<file path="config.mk">
export PLATFORM = sky130hd
export DESIGN_NAME = cache_line_writeback_flat
export DESIGN_NICKNAME = d
export VERILOG_FILES = /design/src/rtl/cache_line_writeback_if.sv /design/src/rtl/cache_line_writeback.sv /design/src/flat_wrapper.sv
export SDC_FILE = /design/constraint.sdc
export NUM_CORES = 1
export LEC_CHECK = 0
export CORE_ASPECT_RATIO = 0.8
export CORE_MARGIN = 2
export CORE_UTILIZATION = 50
export CTS_CLUSTER_SIZE = 12
export DETAILED_ROUTE_END_ITERATION = 6
export MAX_ROUTING_LAYER = met4
export PLACE_DENSITY = 0.85
export SLEW_MARGIN = 20
export SYNTH_ARGS = -nofsm -noshare
export SYNTH_HDL_FRONTEND = slang
export SYNTH_SLANG_ARGS = --single-unit
</file>
<file path="constraint.sdc">
create_clock -name clk -period 5.4 [get_ports clk]
set_input_delay 1.35 -clock clk [delete_from_list [all_inputs] [get_ports clk]]
set_output_delay 1.35 -clock clk [all_outputs]
set_load 0.02 [all_outputs]
</file>
<file path="src/rtl/cache_line_writeback_if.sv">
// Request, data-RAM read port and AXI write channels of the cache line writeback engine.
// The master modport is the writeback engine's view; slave is the controller/RAM/bus side.
interface cache_line_writeback_if #(
    parameter int unsigned DATA_WIDTH     = 32,
    parameter int unsigned WORDS_PER_LINE = 4,
    parameter int unsigned INDEX_WIDTH    = 8,
    parameter int unsigned TAG_WIDTH      = 20,
    parameter int unsigned OFF_WIDTH      = $clog2(WORDS_PER_LINE)
);
    logic                             req_valid;
    logic                             req_ready;
    logic [TAG_WIDTH-1:0]             req_tag;
    logic [INDEX_WIDTH-1:0]           req_index;
    logic                             ram_enb;
    logic [INDEX_WIDTH+OFF_WIDTH-1:0] ram_addrb;
    logic [DATA_WIDTH-1:0]            ram_doutb;
    logic                             line_taken;
    logic                             awvalid;
    logic                             awready;
    logic [31:0]                      awaddr;
    logic [7:0]                       awlen;
    logic [2:0]                       awsize;
    logic [1:0]                       awburst;
    logic                             wvalid;
    logic                             wready;
    logic [DATA_WIDTH-1:0]            wdata;
    logic [DATA_WIDTH/8-1:0]          wstrb;
    logic                             wlast;
    logic                             bvalid;
    logic                             bready;
    logic [1:0]                       bresp;
    logic                             wb_done;
    logic                             wb_err;

    modport master (
        input  req_valid, req_tag, req_index, ram_doutb, awready, wready, bvalid, bresp,
        output req_ready, ram_enb, ram_addrb, line_taken, awvalid, awaddr, awlen, awsize,
               awburst, wvalid, wdata, wstrb, wlast, bready, wb_done, wb_err
    );

    modport slave (
        output req_valid, req_tag, req_index, ram_doutb, awready, wready, bvalid, bresp,
        input  req_ready, ram_enb, ram_addrb, line_taken, awvalid, awaddr, awlen, awsize,
               awburst, wvalid, wdata, wstrb, wlast, bready, wb_done, wb_err
    );
endinterface

</file>
<file path="src/rtl/cache_line_writeback.sv">
// Buffers one dirty cache line from the data RAM, then drains it as a single AXI INCR write burst.
// The RAM is released (line_taken) as soon as the last word is buffered.
module cache_line_writeback #(
    parameter int unsigned DATA_WIDTH     = 32,
    parameter int unsigned WORDS_PER_LINE = 4,
    parameter int unsigned INDEX_WIDTH    = 8,
    parameter int unsigned TAG_WIDTH      = 20
) (
    input  logic                    clk,
    input  logic                    resetn,
    cache_line_writeback_if.master  bus
);
    localparam int unsigned OFF_WIDTH = $clog2(WORDS_PER_LINE);
    localparam logic [OFF_WIDTH:0]   RD_END  = (OFF_WIDTH+1)'(WORDS_PER_LINE);
    localparam logic [OFF_WIDTH-1:0] WR_LAST = OFF_WIDTH'(WORDS_PER_LINE - 1);

    typedef enum logic [2:0] {IDLE, READ, AW, W, B} state_t;

    state_t                 state, next_state;
    logic [TAG_WIDTH-1:0]   tag_q;
    logic [INDEX_WIDTH-1:0] index_q;
    logic [OFF_WIDTH:0]     rd_cnt;
    logic [OFF_WIDTH-1:0]   wr_cnt;
    logic [OFF_WIDTH-1:0]   fill_idx;
    logic [DATA_WIDTH-1:0]  line_buf [WORDS_PER_LINE];

    always_ff @(posedge clk) begin
        if (!resetn) state <= IDLE;
        else         state <= next_state;
    end

    always_comb begin
        next_state = state;
        unique case (state)
            IDLE: if (bus.req_valid) next_state = READ;
            READ: if (rd_cnt == RD_END) next_state = AW;
            AW:   if (bus.awready) next_state = W;
            W:    if (bus.wready && wr_cnt == WR_LAST) next_state = B;
            B:    if (bus.bvalid) next_state = IDLE;
            default: next_state = IDLE;
        endcase
    end

    // RAM data lags the address by one cycle, so word rd_cnt-1 lands while rd_cnt is issued.
    always_comb fill_idx = OFF_WIDTH'(rd_cnt - 1'b1);

    always_ff @(posedge clk) begin
        if (!resetn) begin
            rd_cnt <= '0;
            wr_cnt <= '0;
        end else begin
            unique case (state)
                IDLE: if (bus.req_valid) rd_cnt <= '0;
                READ: if (rd_cnt != RD_END) rd_cnt <= rd_cnt + 1'b1;
                AW:   wr_cnt <= '0;
                W:    if (bus.wready) wr_cnt <= wr_cnt + 1'b1;
                default: ;
            endcase
        end
    end

    always_ff @(posedge clk) begin
        if (state == IDLE && bus.req_valid) begin
            tag_q   <= bus.req_tag;
            index_q <= bus.req_index;
        end
        if (state == READ && rd_cnt != '0) line_buf[fill_idx] <= bus.ram_doutb;
    end

    always_comb begin
        bus.req_ready  = (state == IDLE);
        bus.ram_enb    = (state == READ) && (rd_cnt < RD_END);
        bus.ram_addrb  = {index_q, rd_cnt[OFF_WIDTH-1:0]};
        bus.line_taken = (state == READ) && (rd_cnt == RD_END);
        bus.awvalid    = (state == AW);
        bus.awaddr     = {tag_q, index_q, {OFF_WIDTH{1'b0}}, 2'b00};
        bus.awlen      = 8'(WORDS_PER_LINE - 1);
        bus.awsize     = 3'b010;
        bus.awburst    = 2'b01;
        bus.wvalid     = (state == W);
        bus.wdata      = line_buf[wr_cnt];
        bus.wstrb      = '1;
        bus.wlast      = (state == W) && (wr_cnt == WR_LAST);
        bus.bready     = (state == B);
        bus.wb_done    = (state == B) && bus.bvalid;
        bus.wb_err     = (state == B) && bus.bvalid && (bus.bresp != 2'b00);
    end
endmodule

</file>
<file path="src/flat_wrapper.sv">
// flat-port wrapper written by rule: the top's interface ports become plain ports
module cache_line_writeback_flat 
#(
    parameter int unsigned DATA_WIDTH     = 32,
    parameter int unsigned WORDS_PER_LINE = 4,
    parameter int unsigned INDEX_WIDTH    = 8,
    parameter int unsigned TAG_WIDTH      = 20
)
  (clk, resetn, bus_req_valid, bus_req_tag, bus_req_index, bus_ram_doutb, bus_awready, bus_wready, bus_bvalid, bus_bresp, bus_req_ready, bus_ram_enb, bus_ram_addrb, bus_line_taken, bus_awvalid, bus_awaddr, bus_awlen, bus_awsize, bus_awburst, bus_wvalid, bus_wdata, bus_wstrb, bus_wlast, bus_bready, bus_wb_done, bus_wb_err);
  cache_line_writeback_if #(.DATA_WIDTH(DATA_WIDTH), .WORDS_PER_LINE(WORDS_PER_LINE), .INDEX_WIDTH(INDEX_WIDTH), .TAG_WIDTH(TAG_WIDTH)) bus_i ();
  input  logic clk;
  input  logic resetn;
  input wire logic [$bits(bus_i.req_valid)-1:0] bus_req_valid;
  input wire logic [$bits(bus_i.req_tag)-1:0] bus_req_tag;
  input wire logic [$bits(bus_i.req_index)-1:0] bus_req_index;
  input wire logic [$bits(bus_i.ram_doutb)-1:0] bus_ram_doutb;
  input wire logic [$bits(bus_i.awready)-1:0] bus_awready;
  input wire logic [$bits(bus_i.wready)-1:0] bus_wready;
  input wire logic [$bits(bus_i.bvalid)-1:0] bus_bvalid;
  input wire logic [$bits(bus_i.bresp)-1:0] bus_bresp;
  output wire logic [$bits(bus_i.req_ready)-1:0] bus_req_ready;
  output wire logic [$bits(bus_i.ram_enb)-1:0] bus_ram_enb;
  output wire logic [$bits(bus_i.ram_addrb)-1:0] bus_ram_addrb;
  output wire logic [$bits(bus_i.line_taken)-1:0] bus_line_taken;
  output wire logic [$bits(bus_i.awvalid)-1:0] bus_awvalid;
  output wire logic [$bits(bus_i.awaddr)-1:0] bus_awaddr;
  output wire logic [$bits(bus_i.awlen)-1:0] bus_awlen;
  output wire logic [$bits(bus_i.awsize)-1:0] bus_awsize;
  output wire logic [$bits(bus_i.awburst)-1:0] bus_awburst;
  output wire logic [$bits(bus_i.wvalid)-1:0] bus_wvalid;
  output wire logic [$bits(bus_i.wdata)-1:0] bus_wdata;
  output wire logic [$bits(bus_i.wstrb)-1:0] bus_wstrb;
  output wire logic [$bits(bus_i.wlast)-1:0] bus_wlast;
  output wire logic [$bits(bus_i.bready)-1:0] bus_bready;
  output wire logic [$bits(bus_i.wb_done)-1:0] bus_wb_done;
  output wire logic [$bits(bus_i.wb_err)-1:0] bus_wb_err;
  assign bus_i.req_valid = bus_req_valid;
  assign bus_i.req_tag = bus_req_tag;
  assign bus_i.req_index = bus_req_index;
  assign bus_i.ram_doutb = bus_ram_doutb;
  assign bus_i.awready = bus_awready;
  assign bus_i.wready = bus_wready;
  assign bus_i.bvalid = bus_bvalid;
  assign bus_i.bresp = bus_bresp;
  assign bus_req_ready = bus_i.req_ready;
  assign bus_ram_enb = bus_i.ram_enb;
  assign bus_ram_addrb = bus_i.ram_addrb;
  assign bus_line_taken = bus_i.line_taken;
  assign bus_awvalid = bus_i.awvalid;
  assign bus_awaddr = bus_i.awaddr;
  assign bus_awlen = bus_i.awlen;
  assign bus_awsize = bus_i.awsize;
  assign bus_awburst = bus_i.awburst;
  assign bus_wvalid = bus_i.wvalid;
  assign bus_wdata = bus_i.wdata;
  assign bus_wstrb = bus_i.wstrb;
  assign bus_wlast = bus_i.wlast;
  assign bus_bready = bus_i.bready;
  assign bus_wb_done = bus_i.wb_done;
  assign bus_wb_err = bus_i.wb_err;
  cache_line_writeback #(.DATA_WIDTH(DATA_WIDTH), .WORDS_PER_LINE(WORDS_PER_LINE), .INDEX_WIDTH(INDEX_WIDTH), .TAG_WIDTH(TAG_WIDTH)) u_core (.clk(clk), .resetn(resetn), .bus(bus_i));
endmodule
</file>
Word-level counts from Yosys, hierarchy flattened

Memory sizes are Yosys's and may differ from the RTL's. A register that Yosys moved wholly into a read port is not among the register bits.
Cells that the tools add are included.

Order comparisons: 1
$mul: 0
Reduce and logical (&&, ||, !) cells: 16
Equality and inequality tests: 14
Div/mod/pow operators: 0
Shift-type cells: 0
$add $sub $neg: 3
Bitwise operators: 0
Multiplexer cells: 15

Operator list:

| kind                | number |
|---|---|
| $mux 3              | 7 |
| $pmux 3 s5          | 1 |
| $ne 2x2->1 const B  | 5 |
| $logic_and 1x1->1   | 8 |
| $eq 3x2->1 const B  | 2 |
| $eq 3x3->1 const B  | 2 |
| $mux 2              | 3 |
| $pmux 3 s2          | 1 |
| $reduce_bool 2->1   | 3 |
| $reduce_and 5->1    | 1 |
| $ne 2x1->1 const B  | 2 |
| $pmux 2 s2          | 1 |
| $add 3x1->3 const B | 1 |
| $eq 3x1->1 const B  | 1 |
| $logic_not 3->1     | 1 |
| $lt 3x3->1 const B  | 1 |
| $ne 3x3->1 const B  | 1 |
| $reduce_and 3->1    | 1 |
| $reduce_bool 3->1   | 1 |
| $add 2x1->2 const B | 1 |
| $eq 2x2->1 const B  | 1 |
| $mux 1              | 2 |
| $reduce_and 2->1    | 1 |
| $sub 2x1->2 const B | 1 |

Memories kept: 1
Input bits: 68
Word-level logic and storage cells: 55
Memory bits (read-only): 0
Latch bits: 0
Bits in writable memories: 128
Output and inout bits: 100
Bits in registers: 36

Memories:

| name            | depth | bits a word | rd ports | clocked after Yosys merged registers in | wr ports | RTL line                   | source |
|---|---|---|---|---|---|---|---|
| u_core.line_buf | 4     | 32          | 1        | 1                                       | 1        | cache_line_writeback.sv:25 | `logic [DATA_WIDTH-1:0] line_buf [WORDS_PER_LINE];` |

Logic depth before layout (Yosys ltp)

Depth after elaboration: 5
Depth in mapped cells: 5
Depth with buffers taken out: 5

Worst setup path after synthesis

OpenSTA, ideal clock, no wires.

Kind: in2out
From: input bus_bvalid
To: output bus_wb_err
Slack: 2204 ps
Arrival: 1846 ps
Cell stages on the path: 2
Data required time: 4050 ps
Path buffers: 0
Cell sequence: and2_1 -> o21a_1

Longest elaborated chain between the ends: 2

RTL lines:

| element                         | RTL line                   | source |
|---|---|---|
| from (decl)                     | flat_wrapper.sv:19         | `input wire logic [$bits(bus_i.bvalid)-1:0] bus_bvalid;` |
| $logic_and 1x1->1 (2 in series) | cache_line_writeback.sv:86 | `bus.wb_err = (state == B) && bus.bvalid && (bus.bresp != 2'b00);` |
| to (decl)                       | flat_wrapper.sv:36         | `output wire logic [$bits(bus_i.wb_err)-1:0] bus_wb_err;` |

Every way passes these cells.

==> results.sh <==
export IMPL_dr_pass1_iters=6
export IMPL_power_density_mw_per_mm2=322.5
export IMPL_antenna_found_initial=0
export IMPL_ys_top_cells_by_area="edfxtp_1 74%, mux4_2 11%, buf_4 4.0%, dfxtp_1 3.2%, ha_1 1.2%"
export IMPL_postPlaceCellArea_mm2=0.007819
export IMPL_finalHoldViolCount=0
export IMPL_synthTopCellsByCount="156 x edfxtp_1, 34 x buf_4, 32 x mux4_2"
export IMPL_multiInputGateArea_mm2=0.001231
export IMPL_cts_buffer_depth=2
export IMPL_antenna_left=0
export IMPL_syn_area_mm2=0.006355
export IMPL_nets=522
export IMPL_fin_area_mm2=0.008357
export IMPL_synth_most_common_cell="edfxtp_1"
export IMPL_cpPeakStageDelay_ns=0.83
export IMPL_core_area_mm2=0.01230
export IMPL_synth_seq_cells=166
export IMPL_skew_ns=0.007033
export IMPL_setup_worst_path_end_class="primary output"
export IMPL_postCtsHoldBufs=0
export IMPL_rsz0062_at_grt="false"
export IMPL_grt_pass1_wl_mm=17.46
export IMPL_pre_cts_ws_ns=1.391
export IMPL_cts_clk_slew_worst_paths_ns=0.06
export IMPL_rows=36
export IMPL_die_width_um=130.0
export IMPL_yosys_area_top_type="edfxtp_1"
export IMPL_synth_top_area_share=0.7372
export IMPL_hp_class="reg -> reg"
export IMPL_portBuffers=146
export IMPL_area_growth_pct=31.50
export IMPL_fin_crit_ns=4.115
export IMPL_setup_violations_final=0
export IMPL_cp_data_required_time_ns=4.05
export IMPL_postCtsSetupBuffers=0
export IMPL_crit_chain="buf_4 > mux4_2 > clkdlybuf4s50_1"
export IMPL_power_mw=2.695
export IMPL_root_buffer="clkbuf_16"
export IMPL_crit_arrival_ns=2.76
export IMPL_track_usage=0.1813
export IMPL_maxCapViolations=0
export IMPL_power_leakage_nw=2.752
export IMPL_ctsHtreeMaxLevel=4
export IMPL_grt_max_degree=33
export IMPL_cts_resized=0
export IMPL_gp_congestion=0.7541
export IMPL_numCtsBuffers=17
export IMPL_crit_slowest_cell="dfxtp_2"
export IMPL_tightestPinTransition_ns=1.081
export IMPL_synth_distinct_cells=32
export IMPL_yosysSeqAreaShare=0.7687
export IMPL_startpoint_type="flop"
export IMPL_regArea_mm2=0.004887
export IMPL_diodes=0
export IMPL_finalWorstSetupSlack_ns=1.285
export IMPL_worstPathMaxFanout=21
export IMPL_dieArea_mm2=0.01363
export IMPL_instances_no_fill=631
export IMPL_initial_utilization=0.5168
export IMPL_drc_errors=0
export IMPL_io_pins=168
export IMPL_syn_avg_cell_area_um2=20.84
export IMPL_drt_iter0_drc=271
export IMPL_placed_cells=600
export IMPL_cts_tree="built"
export IMPL_synth_edff_count=156
export IMPL_grt_pass1_vias=3210
export IMPL_hpwl_mm=7.389
export IMPL_vias_per_cell=5.038
export IMPL_wire_per_inst_um=18.39
export IMPL_ys_flop_type="edfxtp_1"
export IMPL_syn_inst=305
export IMPL_die_h_um=104.8
export IMPL_crit_type="reg -> out"
export IMPL_max_freq_mhz=243.0
export IMPL_fillers=798
export IMPL_fin_tns_setup_ns=0
export IMPL_ir_drop_mv=0.3514
export IMPL_maxSlewViolCount=0
export IMPL_vias=3179
export IMPL_clock_sinks=166
export IMPL_clock_latency_ns=0.42
export IMPL_grt_ovfl_total=0
export IMPL_drive_above_1_share=0.1609
export IMPL_run_status="complete, no violations"
export IMPL_async_reset_ff_frac=0
export IMPL_post_route_period_util=0.7620
export IMPL_routed_wl_mm=11.61
export IMPL_yosys_warnings=0
export IMPL_slew_headroom=0.2777
critical path, delay by kind of cell (launching register included):
family	cells	cell delay (ns)
buf+inv	2	0.95
flops	1	0.83
mux	1	0.55
per-layer routing:
| metal | global-route usage | part of all wire | vias up |
|---|---|---|---|
| met1 | 0.2340 | 0.43 | 1613 |
| met4 | 0.07143 | 0.015 | 0 |
| met3 | 0.04096 | 0.044 | 16 |
| li1 | - | - | 1453 |
| met5 | - | 0 | - |
| met2 | 0.2827 | 0.51 | 97 |
power breakdown:
group / total, mW / leakage [nW] / internal, mW / switching [mW]
Combinational: 0.157 / 0.989 / 0.0799 / 0.0767
Sequential: 1.43 / 1.50 / 1.42 / 0.00732
Clock: 1.11 / 0.261 / 0.630 / 0.476
layout make-up:
cell class,count,area share
Timing Repair Buffer,147,0.1758
Inverter,5,0.002246
Clock buffer,19,0.05180
Multi-Input combinational cell,111,0.1473
Tap cell,171,0.02560
Clock inverter,12,0.01243
Sequential cell,166,0.5848
cells in the final DEF, fill, tap and decap left out, types with 2 or more instances in the layout:
cell type / count
o21a_1: 2
edfxtp_1: 156
and2_1: 2
o21ai_0: 2
ha_1: 6
nor3_1: 2
nor2_1: 5
nand3_1: 5
inv_6: 2
conb_1: 21
a21oi_1: 4
mux4_2: 32
clkinvlp_4: 2
clkinv_4: 2
and2_2: 4
nand2b_1: 2
inv_1: 5
clkbuf_16: 17
nand2_1: 5
and3_1: 2
nor3b_1: 2
clkinv_2: 4
dfxtp_2: 2
dfxtp_1: 8
clkbuf_1: 2
mux2i_1: 4
clkdlybuf4s50_1: 146
per-stage QoR:
| stage | utilization | hold slack [ns] |
|---|---|---|
| 2_1_floorplan | - | 0.4911 |
| 3_3_place_gp | 0.6358 | 0.5120 |
| 3_5_place_dp | 0.6358 | 0.5170 |
| 4_1_cts | 0.6795 | 0.5305 |
| 5_1_grt | 0.6796 | 0.5522 |
| 6_report | 0.6796 | 0.5313 |
kinds of logic after synthesis:
logic type	after synthesis	synth area share
buffers and inverters	47	0.05080
other	2	0.001182
and+or+nand+nor	37	0.03603
adders and majority gates	6	0.01181
DFF	166	0.7687
AOI/OAI and AO/OA	11	0.01181
muxes	36	0.1197
flip-flops by register name, indices dropped and copies added, names as in the netlist, named ones only:
| name | count |
|---|---|
| u_core.wr_cnt | 2 |
| u_core.tag_q | 20 |
| u_core.line_buf | 128 |
| u_core.index_q | 8 |
| u_core.state | 3 |
| u_core.rd_cnt | 3 |
worst paths after layout:
check | startpoint | end | slack [ns] | cells after the start
min reg2reg | u_core.wr_cnt[1]$_SDFFE_PN0P_ | flop | 0.53 | 2
max reg2reg | u_core.state[0]$_SDFFE_PN0P_ | u_core.line_buf[1][14]$_DFFE_PP_ | 3.06 | 3
max | flop | bus_wdata[7] | 1.29 | 3
min | u_core.wr_cnt[1]$_SDFFE_PN0P_ | flop | 0.53 | 2
Power figures use the tool's default switching activity.
